## src/rtl/ex_mem_pipe.sv

```systemverilog
// rtl/ex_mem_pipe.sv - EX/MEM pipeline register with precise arithmetic-overflow trap
module ex_mem_pipe #(
  parameter logic [4:0] OVF_CAUSE = 5'd12,
  parameter int         CNT_W     = 8
) (
  input  logic             clk,
  input  logic             rst_n,
  input  logic             stall,
  input  logic             flush,
  input  logic             ex_valid,
  input  logic [31:0]      ex_pc,
  input  logic [31:0]      ex_alu_result,
  input  logic             ex_alu_overflow,
  input  logic             ex_reg_write,
  input  logic [4:0]       ex_reg_write_addr,
  input  logic             ex_mem_read,
  input  logic             ex_mem_write,
  input  logic [31:0]      ex_mem_write_data,
  input  logic             exc_ack,
  output logic             mem_valid,
  output logic [31:0]      mem_pc,
  output logic [31:0]      mem_alu_result,
  output logic             mem_reg_write,
  output logic [4:0]       mem_reg_write_addr,
  output logic             mem_mem_read,
  output logic             mem_mem_write,
  output logic [31:0]      mem_mem_write_data,
  output logic             exc_pending,
  output logic [31:0]      exc_epc,
  output logic [4:0]       exc_cause,
  output logic [CNT_W-1:0] ovf_count
);

  typedef enum logic {RUN = 1'b0, TRAP_WAIT = 1'b1} state_t;

  state_t             state_q, state_d;
  logic               valid_q, valid_d;
  logic [31:0]        pc_q, pc_d;
  logic [31:0]        result_q, result_d;
  logic               reg_write_q, reg_write_d;
  logic [4:0]         addr_q, addr_d;
  logic               mem_read_q, mem_read_d;
  logic               mem_write_q, mem_write_d;
  logic [31:0]        wdata_q, wdata_d;
  logic [31:0]        epc_q, epc_d;
  logic [4:0]         cause_q, cause_d;
  logic [CNT_W-1:0]   cnt_q, cnt_d;
  logic               trap_take;

  // Overflow is only sampled when the slot actually advances in RUN.
  assign trap_take = (state_q == RUN) && !flush && !stall && ex_valid && ex_alu_overflow;

  always_ff @(posedge clk or negedge rst_n) begin
    if (!rst_n) begin
      state_q <= RUN;
    end else begin
      state_q <= state_d;
    end
  end

  always_comb begin
    state_d = state_q;
    case (state_q)
      RUN:       if (trap_take) state_d = TRAP_WAIT;
      TRAP_WAIT: if (exc_ack)   state_d = RUN;
      default:   state_d = RUN;
    endcase
  end

  always_comb begin
    valid_d     = valid_q;
    pc_d        = pc_q;
    result_d    = result_q;
    reg_write_d = reg_write_q;
    addr_d      = addr_q;
    mem_read_d  = mem_read_q;
    mem_write_d = mem_write_q;
    wdata_d     = wdata_q;
    epc_d       = epc_q;
    cause_d     = cause_q;
    cnt_d       = cnt_q;
    if (state_q == TRAP_WAIT || flush || trap_take) begin
      valid_d     = 1'b0;
      pc_d        = '0;
      result_d    = '0;
      reg_write_d = 1'b0;
      addr_d      = '0;
      mem_read_d  = 1'b0;
      mem_write_d = 1'b0;
      wdata_d     = '0;
    end else if (!stall) begin
      valid_d     = ex_valid;
      pc_d        = ex_pc;
      result_d    = ex_alu_result;
      reg_write_d = ex_valid && ex_reg_write;
      addr_d      = ex_reg_write_addr;
      mem_read_d  = ex_valid && ex_mem_read;
      mem_write_d = ex_valid && ex_mem_write;
      wdata_d     = ex_mem_write_data;
    end
    if (trap_take) begin
      epc_d   = ex_pc;
      cause_d = OVF_CAUSE;
      if (!(&cnt_q)) cnt_d = cnt_q + CNT_W'(1);
    end
  end

  always_ff @(posedge clk or negedge rst_n) begin
    if (!rst_n) begin
      valid_q     <= 1'b0;
      pc_q        <= '0;
      result_q    <= '0;
      reg_write_q <= 1'b0;
      addr_q      <= '0;
      mem_read_q  <= 1'b0;
      mem_write_q <= 1'b0;
      wdata_q     <= '0;
      epc_q       <= '0;
      cause_q     <= '0;
      cnt_q       <= '0;
    end else begin
      valid_q     <= valid_d;
      pc_q        <= pc_d;
      result_q    <= result_d;
      reg_write_q <= reg_write_d;
      addr_q      <= addr_d;
      mem_read_q  <= mem_read_d;
      mem_write_q <= mem_write_d;
      wdata_q     <= wdata_d;
      epc_q       <= epc_d;
      cause_q     <= cause_d;
      cnt_q       <= cnt_d;
    end
  end

  assign mem_valid          = valid_q;
  assign mem_pc             = pc_q;
  assign mem_alu_result     = result_q;
  assign mem_reg_write      = reg_write_q;
  assign mem_reg_write_addr = addr_q;
  assign mem_mem_read       = mem_read_q;
  assign mem_mem_write      = mem_write_q;
  assign mem_mem_write_data = wdata_q;
  assign exc_pending        = (state_q == TRAP_WAIT);
  assign exc_epc            = epc_q;
  assign exc_cause          = cause_q;
  assign ovf_count          = cnt_q;

endmodule

```

## config.mk

```make
export PLATFORM = sky130hd
export DESIGN_NAME = ex_mem_pipe
export DESIGN_NICKNAME = d
export VERILOG_FILES = /design/src/rtl/ex_mem_pipe.sv
export SDC_FILE = /design/constraint.sdc
export NUM_CORES = 1
export LEC_CHECK = 0
export BUFFER_PORTS_ARGS = -buffer_cell sky130_fd_sc_hd__buf_2
export CAP_MARGIN = 20
export CORE_MARGIN = 2
export CORE_UTILIZATION = 25
export DETAILED_ROUTE_END_ITERATION = 8
export GPL_ROUTABILITY_DRIVEN = 1
export MAX_ROUTING_LAYER = met4
export PLACE_DENSITY = 0.51
export SLEW_MARGIN = 15
export SYNTH_ARGS = -nofsm -noshare
export SYNTH_HDL_FRONTEND = slang
export SYNTH_SLANG_ARGS = --single-unit
```

## constraint.sdc

```tcl
create_clock -name clk -period 2.75 [get_ports clk]
set_clock_uncertainty 0.15 [all_clocks]
set_input_delay 0.275 -clock clk [delete_from_list [all_inputs] [get_ports clk]]
set_output_delay 0.275 -clock clk [all_outputs]
set_load 0.01 [all_outputs]
```

==> run summary, run 1 <==
Outcome -> complete, no violations
TritonRoute pass-1 iters -> 4
Total GRT Usage -> 0.143
Worst IR Drop VDD -> 360 uV
CTS sink cnt -> 147
Initial antenna violation count -> 0
WL met2 -> 8500 um
Die Area -> 0.0257 mm^2
CTS tree -> yes
# nets final -> 932
Max Cap Viol -> 0
Met1 Wirelength -> 7320 um
Slowest-stage cell, CP -> nor2_8
Maximum number of pins on one net before global-route repair -> 107
Top cells by area, synth -> dfrtp_1, mux2i_1, mux2_2, nor2_1, buf_6
YS warnings -> 0
Pwr Total -> 5960 uW
Req. time, crit path -> 2890 ps
Post_cts resized -> 0
Final HPWL DP -> 11000 um
Mapped Area -> 0.00610 mm^2
Crit-path max cell delay -> 440 ps
Final number of hold-violating endpoints -> 0
Port Buffers -> 258
Core Footprint -> 0.0241 mm^2
Post-synth cell types -> 38
Setup tns final -> 0 ps
H-tree levels -> 4
Crit path DAT -> 2240 ps
Worst-path cell chain -> or2_0, nor2_8, buf_4, mux2_2
Finish-stage setup viols -> 0
First-pass GRT wire length -> 28000 um
Dpl ws -> 632 ps
Clk buf depth -> 2
Fillers -> 2391
Post-synth top area cell -> dfrtp_1
Post-synthesis cell count -> 460
Top cell type's share of synthesized area -> 0.603
Die Ht -> 160 um
Inserted Clock Buffers -> 17
Via-per-instance ratio -> 4.11
Synth Register Bits -> 147
Fmax -> 0.477 GHz
DR WL/cell -> 15.0 um
Leakage power -> 0.00489 uW
Tmin final -> 2100 ps
CP Launch Type -> flop
Row cnt -> 57
Syn Area/Cell -> 13.3 um^2
Slew Viols, Final -> 0
Skew-Pair Late Insertion Delay -> 410 ps
Setup CP Type -> reg2reg
Worst Max-Slew Pin Slew -> 779 ps
# DRC -> 0
DR top layer -> met4
Antenna-violating nets left -> 0
Final Cycle Share -> 0.762
Routed wl met3 -> 1180 um
Crit-path max FO -> 24
CTS Root Cell -> clkbuf_16
Worst reg-to-reg path cell count -> 4
Hold_buf cts -> 106
Post-CTS setup buffer count -> 0
Critical Path End Type -> flop
Fraction of layout cells with a size suffix above 1 -> 0.424
DR vias -> 4764
Unrepaired setup endpoints after global routing -> false
GRT overflow -> 0
Vias in the first global route -> 5187
RD Place Congestion -> 0.719
CP top delay family -> simple AND/OR/NAND/NOR gates
P per Cell Area -> 638 mW/mm^2
Clock-pin slew on the worst setup and hold paths -> 70 ps
Area growth syn-to-layout -> 53.0%
Hold path depth -> 3
Die width -> 160 um
HP Class -> in2reg
I/O pins -> 262
Total wire length -> 17300 um
Fin worst setup slack -> 655 ps
Sequential area share after synthesis -> 0.603
Starting Density -> 0.253
Iter 0 DRT Violations -> 210
CP Depth -> 4
WP buf/inv -> 1
Final core occ -> 0.387
Relative max-transition margin -> 0.481
[power by group]
part | internal, uW | switching [uW]
Clock | 1390 | 954
Sequential | 2390 | 124
Combinational | 539 | 561
Total | 4320 | 1640
[tightest hold or removal path, delay by kind of cell]
| family | cells | cell delay, ps |
|---|---|---|
| AO/OA/AOI/OAI | 1 | 60 |
| AND/OR/NAND/NOR | 1 | 110 |
| buffers and inverters | 1 | 130 |
[layout make-up]
class	count	area [um^2]	share of cell area
flip-flops and latches	147	3680	0.394
multi-input cells	281	2180	0.233
repair buffers	371	2480	0.266
clock buffers	21	460	0.0493
diodes	1	2.50	0.000268
clock inverters	11	129	0.0138
inverters	2	7.51	0.000804
well taps	324	405	0.0434
[layout by cell type (no fill, tap or decap), drive strengths merged, types with 4 or more instances in the layout]
cell type	n
nand2	4
mux2	33
mux2i	101
nor2	105
nand3	5
buf	265
a21oi	5
dfrtp	147
dlygate4sd3	106
clkbuf	21
clkinv	6
[final timing paths]
| check | to | startpoint | slack (ps) |
|---|---|---|---|
| setup / recovery | exc_epc[29]$_DFFE_PN0P_ | exc_pending$_DFF_PN0_ | 650 |
| min in group asynchronous | mem_alu_result[9]$_DFFE_PN0P_ | rst_n | 310 |
| setup reg to reg | exc_epc[29]$_DFFE_PN0P_ | exc_pending$_DFF_PN0_ | 650 |
| max in group asynchronous | mem_pc[17]$_DFFE_PN0P_ | rst_n | 1400 |
| hold reg to reg | exc_epc[30]$_DFFE_PN0P_ | exc_epc[30]$_DFFE_PN0P_ | 350 |
| hold / removal | mem_valid$_DFFE_PN0P_ | ex_alu_overflow | 50 |
[sequential cells by signal, indices dropped and copies added (netlist names)]
signal / count
exc_epc: 32
mem_alu_result: 32
mem_mem_write_data: 32
mem_pc: 32
ovf_count: 8
mem_reg_write_addr: 5
exc_cause: 1
exc_pending: 1
mem_mem_read: 1
mem_mem_write: 1
mem_reg_write: 1
mem_valid: 1
[routing by layer]
metal,vias to the layer above,global-route usage
met5,-,-
met4,0,0.0471
met3,23,0.0468
met2,166,0.235
met1,2293,0.165
li1,2282,-
[cell usage after synthesis]
library cell,n
o22ai_1,1
and3_1,1
mux2i_1,101
conb_1,1
mux2_2,32
or2_2,1
nor2_1,84
xnor2_1,2
nor4_1,2
and2_1,1
nand2b_4,1
nor2_2,10
nor2_4,10
a21oi_1,5
and4_1,1
nand3b_4,1
buf_2,15
inv_1,2
nor2_8,1
o31a_1,1
buf_4,4
nor3_2,1
ha_1,1
buf_1,1
nand2_2,1
nor2b_1,1
buf_6,11
a22oi_1,3
nand2_1,3
buf_8,1
or2_0,1
nand2b_1,1
dfrtp_1,147
a31oi_1,1
nand3_1,5
nand4_1,2
o21a_1,2
mux2_1,1
[cells by family (layout without fill, tap and decap cells)]
logic type,count (synthesis),after routing,share of synthesized area
xor gates and xnor gates,2,2,0.00287
adders and majority gates,1,1,0.00205
AOI/OAI and AO/OA,13,13,0.0137
buffers and inverters,34,405,0.0418
and+or+nand+nor,128,128,0.109
muxes,134,134,0.227
other,1,4,0.000615
DFF,147,147,0.603
[per-stage QoR]
step           std cells  hold slack (ps)  cell area [um^2]
5_1_grt             1157             55.8              9340
3_5_place_dp        1019              188              7690
6_report            1158             53.7              9340
4_1_cts             1157             12.7              9340
3_3_place_gp        1019              186              7690
2_1_floorplan        462             -171              6110
(Power assumes the default switching activity.)
==> inputs of run 2 (changes only) <==
--- a/config.mk
+++ b/config.mk
@@ -12,7 +12,7 @@
 export DETAILED_ROUTE_END_ITERATION = 8
 export GPL_ROUTABILITY_DRIVEN = 1
 export MAX_ROUTING_LAYER = met4
-export PLACE_DENSITY = 0.51
+export PLACE_DENSITY = 0.53
 export SLEW_MARGIN = 15
 export SYNTH_ARGS = -nofsm -noshare
 export SYNTH_HDL_FRONTEND = slang
==> constraint.sdc (replaced) <==
create_clock -name clk -period 1.9 [get_ports clk]
set_clock_uncertainty 0.15 [all_clocks]
set_input_delay 0.19 -clock clk [delete_from_list [all_inputs] [get_ports clk]]
set_output_delay 0.19 -clock clk [all_outputs]
set_load 0.01 [all_outputs]
==> run summary, run 2 (same netlist as run 1, synthesis figures left out) <==
Switching pwr -> 2340 uW (+43%)
Total GRT Usage -> 0.140 (-0.00274)
Finish-stage setup viols -> 0 (unchanged)
Final instance area -> 0.00945 mm^2 (+1.1%)
Slew Viols, Final -> 0 (unchanged)
Leakage power -> 0.00494 uW (+1.0%)
Sequential share of power -> 0.432 (+0.010)
Req. time, crit path -> 2060 ps (-830 ps)
CP top delay family -> simple AND/OR/NAND/NOR gates
RD Place Congestion -> 0.728 (+1.3%)
Max Cap Viol -> 0 (unchanged)
Unrepaired setup endpoints after global routing -> false
# nets final -> 943 (+1.2%)
Total wire length -> 17000 um (-1.9%)
Vias in the first global route -> 5190 (+0.058%)
Final number of hold-violating endpoints -> 0 (unchanged)
Iter 0 DRT Violations -> 178 (-15%)
Skew-Pair Late Insertion Delay -> 410 ps (about the same)
Final core occ -> 0.392 (+0.00441)
ANT cells -> 0 (-1)
Crit path DAT -> 1890 ps (-350 ps)
H-tree levels -> 4 (unchanged)
I/O pins -> 262 (unchanged)
Final Cycle Share -> 0.913 (+0.151)
Sw Ratio -> 0.278 (+0.00286)
Pwr Total -> 8440 uW (+42%)
Critical Path End Type -> flop
Outcome -> complete, no violations
Worst IR Drop VDD -> 485 uV (+35%)
DR WL/cell -> 14.6 um (-2.7%)
Row cnt -> 57 (unchanged)
Die Area -> 0.0257 mm^2 (unchanged)
Post-DP Area -> 0.00782 mm^2 (+1.8%)
Inserted Clock Buffers -> 17 (unchanged)
Clock-pin slew on the worst setup and hold paths -> 60 ps (about the same)
DR vias -> 4794 (+0.63%)
Clock power share -> 0.377 (-0.017)
Slowest-stage cell, CP -> dfrtp_1
Combinational share of power -> 0.191 (+0.006)
CTS tree -> yes
Multi-input gate area -> 0.00218 mm^2 (unchanged)
Fraction of layout cells with a size suffix above 1 -> 0.432 (+0.00802)
Crit-path max FO -> 7 (-71%)
Worst-path cell chain -> or2_0, buf_4, nor4_1, nand3_1, o21a_1
TritonRoute pass-1 iters -> 4 (unchanged)
Initial antenna violation count -> 0 (unchanged)
Commonest non-fill, non-tap cell in the layout -> buf_2
CP Launch Type -> flop
Final HPWL DP -> 11200 um (+2.4%)
Crit-path max cell delay -> 390 ps (-50 ps)
Area growth syn-to-layout -> 54.8%
Starting Density -> 0.253 (unchanged)
Setup CP Type -> reg2reg
Via-per-instance ratio -> 4.11 (-0.15%)
Reg area -> 0.00368 mm^2 (unchanged)
Maximum number of pins on one net before global-route repair -> 59 (-45%)
First-pass GRT wire length -> 27500 um (-1.5%)
Die width -> 160 um (unchanged)
Int Pwr -> 6090 uW (+41%)
Post_cts resized -> 0 (unchanged)
Antenna-violating nets left -> 0 (unchanged)
P per Cell Area -> 893 mW/mm^2 (+40%)
CTS Root Cell -> clkbuf_16
Fmax -> 0.576 GHz (+21%)
GRT overflow -> 0 (unchanged)
Die Ht -> 160 um (unchanged)
# DRC -> 0 (unchanged)
Setup tns final -> 0 ps (unchanged)
Clk buf depth -> 2 (unchanged)
HP Class -> in2reg
CTS sink cnt -> 147 (unchanged)
WP buf/inv -> 1 (unchanged)
Core Footprint -> 0.0241 mm^2 (unchanged)
Port Buffers -> 258 (unchanged)
Tmin final -> 1730 ps (-360 ps)
Commonest cells after routing, fill and taps aside -> buf_2, dfrtp_1, dlygate4sd3_1
Fillers -> 2354 (-1.5%)
[run 2: changes by cell type in the layout (fill, tap and decap cells not counted), moves of 2 or more]
| cell | previous run | this run |
|---|---|---|
| clkinv_2 | 2 | 5 |
| clkinv_4 | 4 | 1 |
| clkbuf_1 | 2 | 0 |
| buf_12 | 5 | 10 |
| clkinvlp_4 | 2 | 4 |
| buf_4 | 2 | 7 |
[run 2: power groups by stage]
stage	clock, uW	combinational, uW	sequential, uW
4_1_cts	3320	1640	3650
2_1_floorplan	0	587	3860
3_5_place_dp	0	1470	3700
3_3_place_gp	0	1460	3690
5_1_grt	3460	1760	3700
6_report	3180	1610	3650
[run 2: final timing paths]
kind                                             start                            end  slack, ps  cells after the start
worst max-delay path             exc_pending$_DFF_PN0_       ovf_count[5]$_DFFE_PN0P_        170                      5
worst min-delay path                          ex_valid          exc_pending$_DFF_PN0_         40                      3
worst max register to register   exc_pending$_DFF_PN0_       ovf_count[5]$_DFFE_PN0P_        170                      5
worst min register to register  exc_epc[8]$_DFFE_PN0P_         exc_epc[8]$_DFFE_PN0P_        350                      1
max in group asynchronous                        rst_n        exc_epc[20]$_DFFE_PN0P_        970                      3
min in group asynchronous                        rst_n  mem_alu_result[0]$_DFFE_PN0P_         70                      2
[run 2: worst reg2reg max path: stages (launching register included)]
cell	delay, ps
dfrtp_1	390
or2_0	310
buf_4	210
nor4_1	350
nand3_1	110
o21a_1	110
[run 2: metal layers]
layer  vias to the layer above  part of all wire  GRT usage
met5                         -                 0          -
met2                       175              0.48      0.228
met3                        13             0.068     0.0418
li1                       2294                 -          -
met1                      2312              0.44      0.167
met4                         0             0.016     0.0483
[run 2: area by class of cell]
type                    instances  area share
clock inverters                13      0.0118
inverters                       2    0.000795
clock buffers                  18      0.0465
repair buffers                382       0.278
well taps                     324      0.0429
flip-flops and latches        147       0.389
multi-input cells             281       0.230
[run 2: repair_timing]
item,4_1_cts,5_1_grt
endpoints found under the hold margin,285,0
hold buffers,107,0
setup buffers,0,0
[run 2: metrics by stage]
step / cells / hold slack (ps) / setup WS, ps
after CTS: 1167 / 17.4 / 136
after floorplan: 462 / -256 / 202
final: 1167 / 44.9 / 165
after detailed placement: 1029 / -69.4 / 144
after global placement: 1029 / -67.6 / 160
after global routing: 1167 / 56.9 / 42.8
==> inputs of run 3 (changes only) <==
--- a/config.mk
+++ b/config.mk
@@ -7,12 +7,13 @@
 export LEC_CHECK = 0
 export BUFFER_PORTS_ARGS = -buffer_cell sky130_fd_sc_hd__buf_2
 export CAP_MARGIN = 20
+export CORE_ASPECT_RATIO = 0.7
 export CORE_MARGIN = 2
 export CORE_UTILIZATION = 25
 export DETAILED_ROUTE_END_ITERATION = 8
 export GPL_ROUTABILITY_DRIVEN = 1
 export MAX_ROUTING_LAYER = met4
-export PLACE_DENSITY = 0.53
+export PLACE_DENSITY = 0.51
 export SLEW_MARGIN = 15
 export SYNTH_ARGS = -nofsm -noshare
 export SYNTH_HDL_FRONTEND = slang
==> constraint.sdc (replaced) <==
create_clock -name clk -period 1.6 [get_ports clk]
set_clock_uncertainty 0.15 [all_clocks]
set_input_delay 0.16 -clock clk [delete_from_list [all_inputs] [get_ports clk]]
set_output_delay 0.16 -clock clk [all_outputs]
set_load 0.01 [all_outputs]
==> run summary, run 3 (same netlist as run 1, synthesis figures left out) <==
HP Class -> in2reg
Crit-path max cell delay -> 370 ps (-20 ps)
Maximum number of pins on one net before global-route repair -> 50 (-15%)
Req. time, crit path -> 1750 ps (-310 ps)
Final core occ -> 0.408 (+0.0158)
Post-CTS setup buffer count -> 0 (unchanged)
# DRC -> 0 (unchanged)
Vias in the first global route -> 5126 (-1.2%)
GRT overflow -> 0 (unchanged)
Failing checks -> negative setup slack
Fraction of layout cells with a size suffix above 1 -> 0.451 (+0.0194)
Die Area -> 0.0257 mm^2 (about the same)
Worst IR Drop VDD -> 615 uV (+27%)
Clk buf depth -> 2 (unchanged)
TritonRoute pass-1 iters -> 4 (unchanged)
Setup tns final -> -64.5 ps (-64.5 ps)
Port Buffers -> 258 (unchanged)
Finish-stage setup viols -> 16 (+16)
Row cnt -> 47 (-18%)
CTS sink cnt -> 147 (unchanged)
P per Cell Area -> 1100 mW/mm^2 (+23%)
Area growth syn-to-layout -> 59.1%
Die Ht -> 135 um (-16%)
CP Launch Type -> flop
Fmax -> 0.622 GHz (+7.8%)
RD Place Congestion -> 0.740 (+1.6%)
Starting Density -> 0.256 (+0.00307)
DR WL/cell -> 14.9 um (+1.9%)
Final Cycle Share -> 1.01 (+0.0924)
Commonest non-fill, non-tap cell in the layout -> buf_2
Tmin final -> 1610 ps (-126 ps)
Slew Viols, Final -> 0 (unchanged)
Worst-path cell chain -> or2_4, nor2_8, buf_12, mux2_2
# nets final -> 960 (+1.8%)
H-tree levels -> 4 (unchanged)
Minimum hold slack -> 28.7 ps (-16.3 ps)
I/O pins -> 262 (unchanged)
Total wire length -> 17500 um (+2.9%)
Layout Cells excl Fill -> 1178 (+0.94%)
Fin worst setup slack -> -8.80 ps (-174 ps)
Max Cap Viol -> 0 (unchanged)
Antenna-violating nets left -> 0 (unchanged)
Setup CP Type -> reg2reg
Critical Path End Type -> flop
Inserted Clock Buffers -> 17 (unchanged)
Flop-to-flop setup slack -> -9 ps (-170 ps)
Leakage power -> 0.00510 uW (+3.1%)
Commonest cells after routing, fill and taps aside -> buf_2, dfrtp_1, dlygate4sd3_1
Final number of hold-violating endpoints -> 0 (unchanged)
Final instance area -> 0.00971 mm^2 (+2.8%)
Skew-Pair Late Insertion Delay -> 410 ps (about the same)
Slowest-stage cell, CP -> dfrtp_1
Core Footprint -> 0.0238 mm^2 (-1.2%)
Crit-path max FO -> 19 (+12)
Die width -> 191 um (+19%)
Iter 0 DRT Violations -> 135 (-24%)
Final HPWL DP -> 11600 um (+3.0%)
First-pass GRT wire length -> 27300 um (-0.82%)
CTS tree -> yes
CTS Root Cell -> clkbuf_16
Initial antenna violation count -> 0 (unchanged)
Total GRT Usage -> 0.141 (+0.000782)
Unrepaired setup endpoints after global routing -> true
DR vias -> 4802 (+0.17%)
ANT cells -> 0 (unchanged)
Outcome -> complete, but fails checks
DP Cell Count -> 1039 (+0.97%)
Via-per-instance ratio -> 4.08 (-0.77%)
Crit path DAT -> 1760 ps (-130 ps)
Clock-pin slew on the worst setup and hold paths -> 60 ps (about the same)
Post-DP Area -> 0.00792 mm^2 (+1.2%)
==> run 3: final timing paths <==
kind,startpoint,to,cells after the start
setup reg to reg,exc_pending$_DFF_PN0_,exc_epc[6]$_DFFE_PN0P_,4
hold / removal,flush,mem_valid$_DFFE_PN0P_,4
hold reg to reg,exc_epc[22]$_DFFE_PN0P_,exc_epc[22]$_DFFE_PN0P_,1
min in group asynchronous,rst_n,mem_mem_write_data[22]$_DFFE_PN0P_,2
setup / recovery,exc_pending$_DFF_PN0_,exc_epc[6]$_DFFE_PN0P_,4
max in group asynchronous,rst_n,mem_alu_result[9]$_DFFE_PN0P_,3
==> run 3: repair_timing <==
action | CTS | global route
hold endpoints to repair | 285 | 0
hold buffers | 107 | 0
resized for setup | 3 | 17
cloned | 0 | 1
pin swaps | 0 | 3
setup endpoints to repair | 142 | 73
==> run 3: layout make-up <==
type | instances | area, um^2
clock inverters | 11 | 185
clock buffers | 20 | 437
repair buffers | 399 | 2770
multi-input cells | 281 | 2230
flip-flops and latches | 147 | 3680
well taps | 318 | 398
inverters | 2 | 7.51
fillers | 2272 | 14100
==> run 3: worst max-delay path, delay by kind of cell (launching register included) <==
| kind | cells | cell delay (ps) |
|---|---|---|
| simple gates | 2 | 410 |
| flops | 1 | 370 |
| mux | 1 | 350 |
| buf+inv | 1 | 190 |
==> run 3: power by group <==
part	internal (uW)	switching (uW)
Sequential	4110	194
Clock	2750	1550
Combinational	1050	1000
==> run 3: per-stage QoR <==
step	power [uW]	setup WS, ps
detailed placement	6180	-191
finish	10700	-8.80
CTS	10800	-12.0
global placement	6170	-132
floorplan	5290	-75.1
global route	11200	-70.7
==> run 3: per-layer routing <==
metal,track usage,wire length [um],vias up
li1,-,-,2328
met1,0.189,8610,2306
met2,0.205,7660,149
met3,0.0382,968,19
met4,0.0500,267,0
met5,-,0,-
